### src/rtl/ram_if_pkg.sv
// ram_if_pkg
//   Constants and width helpers shared by the byte-enabled single-port RAM
//   and every initiator that drives it.
//   - DEFAULT_DATA_WIDTH / DEFAULT_RAM_DEPTH : default RAM geometry
//   - wren_width(data_width)                 : one write enable per byte lane
//   - addr_width(ram_depth)                  : word address width
package ram_if_pkg;

    localparam int DEFAULT_DATA_WIDTH = 32;
    localparam int DEFAULT_RAM_DEPTH  = 512;

    function automatic int wren_width(input int data_width);
        return (data_width + 7) / 8;
    endfunction

    // A one-word RAM still needs a one-bit address port.
    function automatic int addr_width(input int ram_depth);
        return (ram_depth > 1) ? $clog2(ram_depth) : 1;
    endfunction

endpackage

### src/rtl/sync_fifo.sv
// sync_fifo
//   Single-clock FIFO with occupancy count and registered storage.
//   DEPTH must be a power of two so the pointers wrap naturally.
// Ports:
//   clk_i        clock
//   rst_n_i      asynchronous active-low reset (clears pointers, count, storage)
//   push_i       write push_data_i at the tail (ignored when full without pop)
//   push_data_i  data to enqueue
//   pop_i        remove the head entry (ignored when empty)
//   pop_data_o   head entry, valid whenever empty_o is low
//   empty_o      no entries
//   count_o      number of entries, 0..DEPTH
module sync_fifo #(
    parameter  int WIDTH     = 32,
    parameter  int DEPTH     = 4,
    localparam int PTR_WIDTH = (DEPTH > 1) ? $clog2(DEPTH) : 1,
    localparam int CNT_WIDTH = $clog2(DEPTH) + 1
) (
    input  logic                 clk_i,
    input  logic                 rst_n_i,
    input  logic                 push_i,
    input  logic [WIDTH-1:0]     push_data_i,
    input  logic                 pop_i,
    output logic [WIDTH-1:0]     pop_data_o,
    output logic                 empty_o,
    output logic [CNT_WIDTH-1:0] count_o
);

    localparam logic [CNT_WIDTH-1:0] FULL_COUNT = CNT_WIDTH'(DEPTH);

    logic [WIDTH-1:0]     mem_q [DEPTH];
    logic [PTR_WIDTH-1:0] wr_ptr_q, wr_ptr_d;
    logic [PTR_WIDTH-1:0] rd_ptr_q, rd_ptr_d;
    logic [CNT_WIDTH-1:0] count_q, count_d;
    logic                 do_push;
    logic                 do_pop;

    assign do_pop  = pop_i && (count_q != '0);
    // When full, a simultaneous pop frees the head slot in the same edge; the
    // write lands in that slot after the head has already been read out.
    assign do_push = push_i && ((count_q != FULL_COUNT) || do_pop);

    always_comb begin
        wr_ptr_d = wr_ptr_q;
        rd_ptr_d = rd_ptr_q;
        count_d  = count_q;
        if (do_push) begin
            wr_ptr_d = wr_ptr_q + PTR_WIDTH'(1);
        end
        if (do_pop) begin
            rd_ptr_d = rd_ptr_q + PTR_WIDTH'(1);
        end
        case ({do_push, do_pop})
            2'b10:   count_d = count_q + CNT_WIDTH'(1);
            2'b01:   count_d = count_q - CNT_WIDTH'(1);
            default: count_d = count_q;
        endcase
    end

    always_ff @(posedge clk_i or negedge rst_n_i) begin
        if (!rst_n_i) begin
            wr_ptr_q <= '0;
            rd_ptr_q <= '0;
            count_q  <= '0;
        end else begin
            wr_ptr_q <= wr_ptr_d;
            rd_ptr_q <= rd_ptr_d;
            count_q  <= count_d;
        end
    end

    // Storage is reset so the head output reads 0 while the FIFO is empty
    // after reset instead of an undefined value.
    always_ff @(posedge clk_i or negedge rst_n_i) begin
        if (!rst_n_i) begin
            for (int i = 0; i < DEPTH; i++) begin
                mem_q[i] <= '0;
            end
        end else if (do_push) begin
            mem_q[wr_ptr_q] <= push_data_i;
        end
    end

    assign pop_data_o = mem_q[rd_ptr_q];
    assign empty_o    = (count_q == '0);
    assign count_o    = count_q;

endmodule

### src/rtl/ram_initiator.sv
// ram_initiator
//   Turns a valid/ready command stream (read or byte-masked write) into
//   single-cycle pulses on the byte-enabled single-port RAM and returns read
//   data, in issue order, through a response FIFO with valid/ready.
//   A command is only accepted while FIFO occupancy plus reads in flight is
//   below RSP_DEPTH, so every read acknowledge has a free FIFO slot.
// Ports:
//   clkIn / rstnIn        clock, asynchronous active-low reset
//   cmdValidIn/ReadyOut   command handshake
//   cmdRdIn               1 = read, 0 = write
//   cmdAddrIn             word address
//   cmdWrEnIn/WrDataIn    byte enables and write data (writes only)
//   rspValidOut/ReadyIn   read response handshake
//   rspDataOut            read data, held while stalled
//   ramAddrOut/WrEnOut/WrDataOut/RdEnOut   registered RAM drive
//   ramRdDataIn/RdAckIn   RAM read return, ack one cycle after rdEn
//   errOut                sticky: read ack seen with no read in flight
module ram_initiator
    import ram_if_pkg::*;
#(
    parameter  int DATA_WIDTH = DEFAULT_DATA_WIDTH,
    parameter  int RAM_DEPTH  = DEFAULT_RAM_DEPTH,
    parameter  int RSP_DEPTH  = 4,
    localparam int ADDR_WIDTH = addr_width(RAM_DEPTH),
    localparam int WREN_WIDTH = wren_width(DATA_WIDTH)
) (
    input  logic                  clkIn,
    input  logic                  rstnIn,
    input  logic                  cmdValidIn,
    output logic                  cmdReadyOut,
    input  logic                  cmdRdIn,
    input  logic [ADDR_WIDTH-1:0] cmdAddrIn,
    input  logic [WREN_WIDTH-1:0] cmdWrEnIn,
    input  logic [DATA_WIDTH-1:0] cmdWrDataIn,
    output logic                  rspValidOut,
    input  logic                  rspReadyIn,
    output logic [DATA_WIDTH-1:0] rspDataOut,
    output logic [ADDR_WIDTH-1:0] ramAddrOut,
    output logic [WREN_WIDTH-1:0] ramWrEnOut,
    output logic [DATA_WIDTH-1:0] ramWrDataOut,
    output logic                  ramRdEnOut,
    input  logic [DATA_WIDTH-1:0] ramRdDataIn,
    input  logic                  ramRdAckIn,
    output logic                  errOut
);

    localparam int                   CNT_WIDTH    = $clog2(RSP_DEPTH) + 1;
    localparam logic [CNT_WIDTH:0]   CREDIT_LIMIT = (CNT_WIDTH + 1)'(RSP_DEPTH);

    logic [CNT_WIDTH-1:0]  inflight_q, inflight_d;
    logic [ADDR_WIDTH-1:0] ram_addr_q, ram_addr_d;
    logic [WREN_WIDTH-1:0] ram_wren_q, ram_wren_d;
    logic [DATA_WIDTH-1:0] ram_wdata_q, ram_wdata_d;
    logic                  ram_rden_q, ram_rden_d;
    logic                  err_q, err_d;

    logic [CNT_WIDTH-1:0]  fifo_count;
    logic                  fifo_empty;
    logic [CNT_WIDTH:0]    credits_used;
    logic                  accept;
    logic                  rd_accept;
    logic                  wr_accept;
    logic                  ack_expected;
    logic                  ack_spurious;
    logic                  rsp_pop;

    // Credits cover both the FIFO and the reads still on their way back.
    assign credits_used = {1'b0, fifo_count} + {1'b0, inflight_q};
    // Gating with rstnIn keeps ready low for the whole reset assertion.
    assign cmdReadyOut  = rstnIn && (credits_used < CREDIT_LIMIT);

    assign accept       = cmdValidIn && cmdReadyOut;
    assign rd_accept    = accept && cmdRdIn;
    assign wr_accept    = accept && !cmdRdIn;
    assign ack_expected = ramRdAckIn && (inflight_q != '0);
    assign ack_spurious = ramRdAckIn && (inflight_q == '0);

    always_comb begin
        inflight_d = inflight_q;
        case ({rd_accept, ack_expected})
            2'b10:   inflight_d = inflight_q + CNT_WIDTH'(1);
            2'b01:   inflight_d = inflight_q - CNT_WIDTH'(1);
            default: inflight_d = inflight_q;
        endcase
    end

    // Address and write data hold between commands; the strobes are
    // single-cycle pulses.
    always_comb begin
        ram_addr_d  = accept    ? cmdAddrIn   : ram_addr_q;
        ram_wdata_d = wr_accept ? cmdWrDataIn : ram_wdata_q;
        ram_wren_d  = wr_accept ? cmdWrEnIn   : '0;
        ram_rden_d  = rd_accept;
        err_d       = err_q || ack_spurious;
    end

    always_ff @(posedge clkIn or negedge rstnIn) begin
        if (!rstnIn) begin
            inflight_q  <= '0;
            ram_addr_q  <= '0;
            ram_wren_q  <= '0;
            ram_wdata_q <= '0;
            ram_rden_q  <= 1'b0;
            err_q       <= 1'b0;
        end else begin
            inflight_q  <= inflight_d;
            ram_addr_q  <= ram_addr_d;
            ram_wren_q  <= ram_wren_d;
            ram_wdata_q <= ram_wdata_d;
            ram_rden_q  <= ram_rden_d;
            err_q       <= err_d;
        end
    end

    assign ramAddrOut   = ram_addr_q;
    assign ramWrEnOut   = ram_wren_q;
    assign ramWrDataOut = ram_wdata_q;
    assign ramRdEnOut   = ram_rden_q;
    assign errOut       = err_q;

    assign rspValidOut  = !fifo_empty;
    assign rsp_pop      = rspValidOut && rspReadyIn;

    // A spurious ack is never pushed: its data is discarded.
    sync_fifo #(
        .WIDTH (DATA_WIDTH),
        .DEPTH (RSP_DEPTH)
    ) u_rsp_fifo (
        .clk_i       (clkIn),
        .rst_n_i     (rstnIn),
        .push_i      (ack_expected),
        .push_data_i (ramRdDataIn),
        .pop_i       (rsp_pop),
        .pop_data_o  (rspDataOut),
        .empty_o     (fifo_empty),
        .count_o     (fifo_count)
    );

endmodule

### config.mk
export PLATFORM = sky130hd
export DESIGN_NAME = ram_initiator
export DESIGN_NICKNAME = d
export VERILOG_FILES = /design/src/rtl/ram_if_pkg.sv /design/src/rtl/sync_fifo.sv /design/src/rtl/ram_initiator.sv
export SDC_FILE = /design/constraint.sdc
export NUM_CORES = 1
export LEC_CHECK = 0
export CAP_MARGIN = 10
export CORE_MARGIN = 8
export CORE_UTILIZATION = 50
export CTS_BUF_LIST = sky130_fd_sc_hd__clkbuf_2
export DETAILED_ROUTE_END_ITERATION = 8
export PLACE_DENSITY = 0.77
export SLEW_MARGIN = 20
export SYNTH_ARGS = -nofsm -noshare
export SYNTH_HDL_FRONTEND = slang
export SYNTH_SLANG_ARGS = --single-unit
export TNS_END_PERCENT = 50
### constraint.sdc
create_clock -name clkIn -period 3.11 [get_ports clkIn]
set_input_delay 0.622 -clock clkIn [delete_from_list [all_inputs] [get_ports clkIn]]
set_output_delay 0.622 -clock clkIn [all_outputs]
set_load 0.02 [all_outputs]
# --- Word-level counts from Yosys, hierarchy flattened ---
# Cells that the tools add are included.
op_classes:
  add_sub_neg: 7
  n_lt_le_gt_ge: 4
  n_eq_ne: 5
  mux: 9
  n_bitwise: 2
  reduce_logical: 20
ops:
  columns: ["operator", "n"]
  rows:
  - ["128-bit bitwise mux", 1]
  - ["32-bit two-way mux", 3]
  - ["32-bit binary-select mux with 2-bit select", 1]
  - ["32-bit demux with 2-bit select", 1]
  - ["3-bit case mux with 2 select lines", 2]
  - ["1-bit logical AND", 10]
  - ["3-bit by 1-bit adder with 3-bit output (second input constant)", 2]
  - ["3-bit greater-or-equal comparator (second input constant)", 2]
  - ["3-bit zero test", 2]
  - ["2-bit NOT with 3-bit output", 2]
  - ["3-bit nonzero test", 2]
  - ["3-bit by 1-bit subtractor with 3-bit output (second input constant)", 2]
  - ["2-bit by 1-bit adder with 2-bit output (second input constant)", 2]
  - ["3-bit by 3-bit adder with 4-bit output", 1]
  - ["2-bit by 1-bit equality test with 1-bit output (second input constant)", 2]
  - ["2-bit equality test (second input constant)", 2]
  - ["4-bit by 3-bit less-than comparator with 1-bit output (second input constant)", 1]
  - ["4-bit two-way mux", 1]
  - ["2-bit nonzero test", 2]
  - ["3-bit by 1-bit less-than comparator with 1-bit output (second input constant)", 1]
  - ["3-bit != test (second input constant)", 1]
  - ["1-bit zero test", 2]
  - ["1-bit logical OR", 2]
word_totals:
  regBits: 185
  in_bits: 83
  out_inout_bits: 81
  word_cells: 60

# --- Depth between registers and ports, before layout ---
depth:
  word_depth: 8
  ltp_mapped: 10
  depth_no_buf: 10

# --- Modules after synthesis ---
# A second synthesis with hierarchy kept.
unflattened:
  hier_cells: 473
  area_unflattened_um2: 8054.0
modules_own_cells:
  columns: ["mod", "instances", "cells_each", "area_each_um2", "seq_area_each_um2"]
  rows:
  - ["sync_fifo", 1, 348, 5967.0, 3378.2]
  - ["ram_initiator", 1, 125, 2087.0, 1251.2]

# --- Worst setup path after synthesis ---
# No wires, ideal clock.
synth_path:
  path_kind: "input to register"
  start: "input rspReadyIn"
  end: "register u_rsp_fifo.count_q[2] (netlist: u_rsp_fifo.count_o[2])"
  t_arrival_ps: 2311
  required_time_ps: 3031
  setup_slack_ps: 720
  path_stages: 8
  path_buffers: 0
  path_cell_list: "or4b_4 nand2_1 ha_1 inv_1 fa_1 xor2_1 nor2_1 xor2_1"
synth_via:
  elab_chain_len: 6
  elab_cells_between_ends: 8
synth_lines:
  columns: ["element", "line", "rtl"]
  rows:
  - ["start, declared", "ram_initiator.sv:36", "input logic rspReadyIn,"]
  - ["1-bit logical AND (*)", "ram_initiator.sv:122", "assign rsp_pop = rspValidOut && rspReadyIn;"]
  - ["1-bit logical AND (*)", "sync_fifo.sv:38", "assign do_pop = pop_i && (count_q != '0);"]
  - ["1-bit logical OR", "sync_fifo.sv:41", "assign do_push = push_i && ((count_q != FULL_COUNT) || do_pop);"]
  - ["1-bit logical AND", "sync_fifo.sv:41", null]
  - ["2-bit by 1-bit equality test with 1-bit output / 2-bit equality test (equally long branches)", "sync_fifo.sv:53", "case ({do_push, do_pop})"]
  - ["3-bit case mux with 2 select lines / 2-bit nonzero test (equally long branches)", null, null]
  - ["end signal, assigned", "sync_fifo.sv:68", "count_q <= count_d;"]
  - ["end, declared", "sync_fifo.sv:34", "logic [CNT_WIDTH-1:0] count_q, count_d;"]
# Every way passes the cells marked *; elsewhere a longest branch is shown, timed or not.
# A chain may end at the register's enable or synchronous reset.

# --- Worst setup path in the final report ---
layout_path:
  start: "register u_rsp_fifo.rd_ptr_q[0]"
  end: "output rspDataOut[29]"
layout_via:
  elab_chain_len: 4
layout_lines:
  columns: ["element", "line", "rtl"]
  rows:
  - ["start, declared", "sync_fifo.sv:33", "logic [PTR_WIDTH-1:0] rd_ptr_q, rd_ptr_d;"]
  - ["start signal, assigned", "sync_fifo.sv:67", "rd_ptr_q <= rd_ptr_d;"]
  - ["2-bit NOT with 3-bit output (implied by the code)", "sync_fifo.sv:84", "assign pop_data_o = mem_q[rd_ptr_q];"]
  - ["32-bit binary-select mux with 2-bit select", "sync_fifo.sv:84", null]
  - ["32-bit two-way mux (implied by the code) (2 in series)", "sync_fifo.sv:84", null]
  - ["end, declared", "ram_initiator.sv:37", "output logic [DATA_WIDTH-1:0] rspDataOut,"]
# No other way between the ends. The select of a mux whose other input is x is not followed.

==> impl_metrics.csv <==
group,metric,value,unit
run_status,status,"finished with violations",
run_status,violations,"hold timing",
drt,first_pass_iters,4,
worst_setup_path,critPathTopFamily,"buffers and inverters",
clocking,path_clk_slew,0.28,ns
finish,final_cell_mix,"182 x dfrtp_1, 129 x clkdlybuf4s50_1, 120 x mux2_4",
worst_setup_path,path_cells,"buf_8, mux4_2, dlygate4sd2_1",
global_routing,overflow,0,
global_routing,grt_pass1_vias,5421,
global_routing,grt_usage,17.7,%
clocking,clock-sinks,185,
finish,n_fill_cell,1231,
clocking,htreeDepth,4,
clocking,postCtsHoldBufs,0,
clocking,numCtsBuffers,17,
timing,finalSetupViolations,0,
logic_synthesis,syn_inst,469,
logic_synthesis,syn_nets,562,
floorplan,core,16600,um^2
power,power,0.0118,W
global_routing,grt_max_degree,186,
logic_synthesis,synth_area_per_cell,18.2,um^2
drt,drc,0,
finish,syn2layout_area_growth,24.3,%
worst_setup_path,crit_path_end_kind,"output pin",
clocking,clock_latency,0.73,ns
drt,ant_nets,0,
worst_setup_path,criticalPathCategory,"flop to output pin",
worst_hold_path,hp-class,"primary input to asynchronous set/reset pin",
logic_synthesis,yosysUniqueCellTypes,25,
drt,vias_per_cell,5.24,
timing,fmax,0.343,GHz
drt,postRouteWirelength,18400,um
floorplan,num_rows,47,
global_routing,antenna_found_initial,0,
floorplan,pin_count,164,
timing,min_period,2.92,ns
clocking,clockBufferDepth,2,
worst_setup_path,cp_max_fo,11,
power,p_leak,4.96,nW
clocking,cts_tree,"done",
timing,worstMarginPinSlew,1.04,ns
worst_setup_path,required,2.49,ns
worst_setup_path,cp_num_buf_inv,2,
finish,drive_above_1_share,40.3,%
drt,wire_per_inst,21.0,um
power,vdd_ir_drop_max,0.588,mV
placement,gp_congestion,0.711,
timing,post-route-period-util,93.8,%
timing,timing.hold.ws,-0.0121,ns
finish,antenna_cells,0,
floorplan,die_h,147,um
placement,dp_slack,0.247,ns
placement,port_buffers,163,
timing,max_slew_margin,30.4,%
global_routing,grt_pass1_wl,30100,um
worst_setup_path,slowest_delay,0.52,ns
timing,report.final.slew_viol_count,0,
logic_synthesis,syn-cell-area,8520,um^2
logic_synthesis,ys_ff_latch,185,
timing,finClkSkew,0.0337,ns
logic_synthesis,yosysSeqAreaShare,54.4,%
drt,drt_iter0_markers,232,
job,cap_viol_max_count,0,
finish,nets,737,
floorplan,start_util,51.2,%
clocking,root_buffer,"clkbuf_2",
timing,hold_viol_final,9,
placement,dp_hpwl,12500,um
timing,setup_slack,0.191,ns
worst_setup_path,cp_slowest_cell,"dfrtp_2",
floorplan,dieArea,21500,um^2
timing,rsz0062_at_grt,"true",
logic_synthesis,synth_warnings,0,
floorplan,die_x,147,um
finish,mostFrequentLayoutCell,"dfrtp_1",
worst_setup_path,worstPathArrival,2.30,ns
power,p_per_area,1120,nW/um^2
drt,vias,4599,
worst_setup_path,crit_path_start_kind,"flop",
-- area by class of cell --
class | instances | area [um^2] | area share [%]
Sequential cell | 185 | 4630 | 43.8
Multi-Input combinational cell | 248 | 3550 | 33.5
Timing Repair Buffer | 179 | 1840 | 17.4
Tap cell | 220 | 275 | 2.60
Clock inverter | 13 | 145 | 1.37
Clock buffer | 19 | 95.1 | 0.898
Inverter | 13 | 48.8 | 0.461
-- cell usage after synthesis --
cell type / number / area (um^2)
a21o_1: 1 / 7.51
mux2_4: 120 / 1800
clkbuf_1: 4 / 15.0
ha_1: 8 / 100
xnor2_1: 4 / 35.0
mux2_2: 50 / 563
buf_12: 12 / 240
fa_1: 2 / 40.0
xor2_1: 5 / 43.8
nor3_1: 1 / 5.00
inv_1: 13 / 48.8
nor2_1: 7 / 26.3
nand2_1: 2 / 7.51
mux4_2: 32 / 721
nand3_1: 3 / 15.0
o31a_2: 2 / 20.0
nand4_4: 1 / 21.3
nand3_4: 4 / 70.1
nor4b_4: 1 / 23.8
and2_1: 1 / 6.26
mux2i_1: 2 / 20.0
or3_2: 1 / 7.51
dfrtp_1: 185 / 4630
buf_2: 7 / 35.0
or4b_4: 1 / 13.8
-- state kept, by name (all words and copies together) (netlist names) --
| name | cells |
|---|---|
| ramWrEnOut | 4 |
| ramWrDataOut | 32 |
| u_rsp_fifo.wr_ptr_q | 2 |
| ramRdEnOut | 1 |
| ramAddrOut | 9 |
| errOut | 1 |
| inflight_q | 3 |
| u_rsp_fifo.rd_ptr_q | 2 |
| u_rsp_fifo.count_o | 3 |
| u_rsp_fifo.mem_q | 128 |
-- what timing repair did --
action | in CTS | in global routing
pin swaps | 0 | 2
gates resized for setup | 36 | 17
setup buffers | 0 | 2
cloned | 0 | 1
endpoints found under the setup margin | 33 | 19
-- power by group --
part	internal (W)	switching, W	leakage (nW)
registers	0.00360	0.000724	2.21
logic	0.00365	0.00263	2.61
clock network	0.000384	0.000843	0.137
total	0.00763	0.00420	4.96
-- through the flow --
stage | utilization (%) | hold slack, ns | std cells | instance area, um^2 | setup TNS [ns]
2_1_floorplan | - | 0.326 | 469 | 8520 | 0
3_3_place_gp | 62.0 | 0.449 | 842 | 10300 | 0
3_5_place_dp | 62.0 | 0.475 | 842 | 10300 | 0
4_1_cts | 63.3 | 0.0446 | 874 | 10500 | -0.000569
5_1_grt | 63.6 | 0.0248 | 877 | 10600 | -0.0430
6_report | 63.6 | -0.0121 | 877 | 10600 | 0
-- worst register-to-register path: stages, from the launching register on --
cell and delay, ns:
dfrtp_2 0.50, ha_1 0.32, nor4b_4 0.40, and2_4 0.21, nand3_1 0.08, ha_1 0.23, inv_1 0.07, fa_1 0.17
xor2_1 0.15, nor2_1 0.06, xor2_1 0.13
-- routing by layer --
metal / part of all wire (%) / up-vias / global-route usage (%) / routed length, um
li1: - / 2051 / - / -
met1: 42 / 2408 / 21.6 / 7750
met2: 49 / 135 / 28.2 / 8970
met3: 8.6 / 5 / 8.25 / 1580
met4: 0.55 / 0 / 3.55 / 101
met5: 0 / - / 0 / 0
-- worst paths after layout --
| check | cells past startpoint | slack (ns) | endpoint | start |
|---|---|---|---|---|
| setup / recovery | 3 | 0.19 | rspDataOut[29] | u_rsp_fifo.rd_ptr_q[0] |
| hold / removal | 2 | -0.01 | u_rsp_fifo.mem_q[55] | rstnIn |
| setup reg to reg | 10 | 0.72 | inflight_q[2] | u_rsp_fifo.count_o[2] |
| hold reg to reg | 1 | 0.52 | errOut | errOut |
| max in group asynchronous | 2 | 2.20 | u_rsp_fifo.count_o[2] | rstnIn |
| min in group clkIn | 3 | 0.39 | ramWrEnOut[1] | cmdWrEnIn[1] |
-- logic make-up after synthesis --
family                     after synthesis  synth area share (%)
and+or+nand+nor                         22                  2.31
AOI/OAI and AO/OA                        3                 0.323
DFF                                    185                  54.4
adders and majority gates               10                  1.65
buffers and inverters                   36                  3.98
xor gates and xnor gates                 9                 0.925
muxes                                  204                  36.5
Note: power is estimated with default switching activity, not from simulation.
==> variant, RTL diff (config.mk and constraints unchanged) <==
The package constant `DEFAULT_RAM_DEPTH` goes from 512 to 128.
--- a/src/rtl/ram_if_pkg.sv
+++ b/src/rtl/ram_if_pkg.sv
@@ -8,5 +8,5 @@
 
     localparam int DEFAULT_DATA_WIDTH = 32;
-    localparam int DEFAULT_RAM_DEPTH  = 512;
+    localparam int DEFAULT_RAM_DEPTH  = 128;
 
     function automatic int wren_width(input int data_width);
Interface: changed (resized cmdAddrIn and ramAddrOut); port bits go from 164 to 160. The function was not compared with the original's and may differ.
==> variant against the unedited design <==
Clock skew decreased by 3.4 ps. Utilization grew 0.43 points. Sequential share of layout area decreased by 0.43 points. Power grew 1.8%. Synthesized cell count down 0.85%. Synthesized area is 0.85% lower. Sequential cell count decreased by 2. Cell count down 0.11%. Routed wire length is 0.45% higher. Setup slack gained 1.6 ps. Largest power group unchanged. Final area is essentially flat.
==> variant: results (changes against the unedited design) <==
status: complete, no violations (was complete, but fails checks)
Worst-Margin Slew: 955 ps (was 1040 ps)
Final GP Congestion: 0.750 (was 0.711)
RR Endpoint: ramWrDataOut[10]$_DFFE_PN0N_ (was inflight_q[2]$_DFFE_PN0P_)
Placed Instances: 837 (was 842)
VDD IR max: 0.566 mV (was 0.588 mV)
xor-xnor portion of the synthesized cell area: 0.933% (was 0.926%)
largest net degree at the start of global routing: 74 (was 186)
DR iter-0 viols: 195 (was 232)
largest stage delay on the critical path: 580 ps (was 520 ps)
FF-to-FF setup slack: 690 ps (was 720 ps)
routed vias: 4634 (was 4599)
placed cell areas: 10200 sq um (was 10300 sq um)
fin nets: 734 (was 737)
PostCTS Resize Cnt: 41 (was 36)
global-route wire length before repair: 30300 um (was 30100 um)
share of layout cells above drive strength 1: 41.3% (was 40.3%)
net count after synthesis: 556 (was 562)
Reg-to-Reg Start: u_rsp_fifo.count_o[2]$_DFFE_PN0P_ (unchanged)
antenna violations before repair: 0 (unchanged)
FF-to-FF path depth: 5 (was 10)
buffers inserted by post-CTS timing repair: 5 (was 0)
met2 Resource Use GR: 28.6% (was 28.2%)
final cell count without fillers: 876 (was 877)
number of global-route vias before repair: 5415 (was 5421)
met1 WL: 8000 um (was 7750 um)
Post-DP HPWL: 12900 um (was 12500 um)
Psw: 4.19 mW (was 4.20 mW)
syn avg cell area: 18.2 sq um (about the same)
sequential area share after synthesis: 54.2% (was 54.4%)
most frequent cells after synthesis: 183 x dfrtp_1, 120 x mux2_4, 48 x mux2_2 (was 185 x dfrtp_1, 120 x mux2_4, 50 x mux2_2)
leakage: 5.00 nW (was 4.96 nW)
worst hold slack: 98.4 ps (was -12.1 ps)
met2 wire length: 8790 um (was 8970 um)
Worst Skew: 30.4 ps (was 33.7 ps)
mux cell area share after synthesis: 36.5% (about the same)
Area contributors post-synth: dfrtp_1 54%, mux2_4 21%, mux4_2 8.5% (unchanged)
Fillers: 1169 (was 1231)
crit path to: rspValidOut (was rspDataOut[29])
post-place setup slack: 221 ps (was 247 ps)
Global Route Usage Sum: 18.0% (was 17.7%)
Synth Area in Compound Gates: 0.326% (was 0.323%)
Port Buf Inserts: 159 (was 163)
grt met1 use: 22.3% (was 21.6%)
highest-delay cell along the critical path: clkdlybuf4s50_1 (was dfrtp_2)
met3 Resource Use GR: 7.93% (was 8.25%)
worst-path maximum fanout: 5 (was 11)
minimum clock period: 2920 ps (about the same)
drt wl/cell: 21.1 um (was 21.0 um)
Top delay family on crit path: buffers and inverters (unchanged)
variant: changes by cell type in the layout (fill, tap and decap cells not counted), moves of 2 or more:
cell             before  now
clkdlybuf4s50_1     129  125
mux2_2               50   48
dlygate4sd2_1        20   32
dfrtp_1             182  180
buf_4                 7   15
clkinvlp_4            4    2
clkdlybuf4s15_1      12    0
bufinv_16             2    6
variant: power groups by stage:
stage / Clock [mW] / Combinational, mW / Sequential, mW
2_1_floorplan: 0 / 4.13 / 4.40
3_3_place_gp: 0 / 6.31 / 4.27
3_5_place_dp: 0 / 6.45 / 4.36
4_1_cts: 1.59 / 6.32 / 4.26
5_1_grt: 1.69 / 6.64 / 4.40
6_report: 1.55 / 6.23 / 4.27
variant: cell type report:
type                            count  area, sq um  area share, %
Inverter                           13         48.8          0.461
Clock buffer                       18         90.1          0.851
Tap cell                          220          275           2.60
Timing Repair Buffer              182         1810           17.1
Multi-Input combinational cell    246         3530           33.3
Sequential cell                   183         4590           43.3
Clock inverter                     14          244           2.31
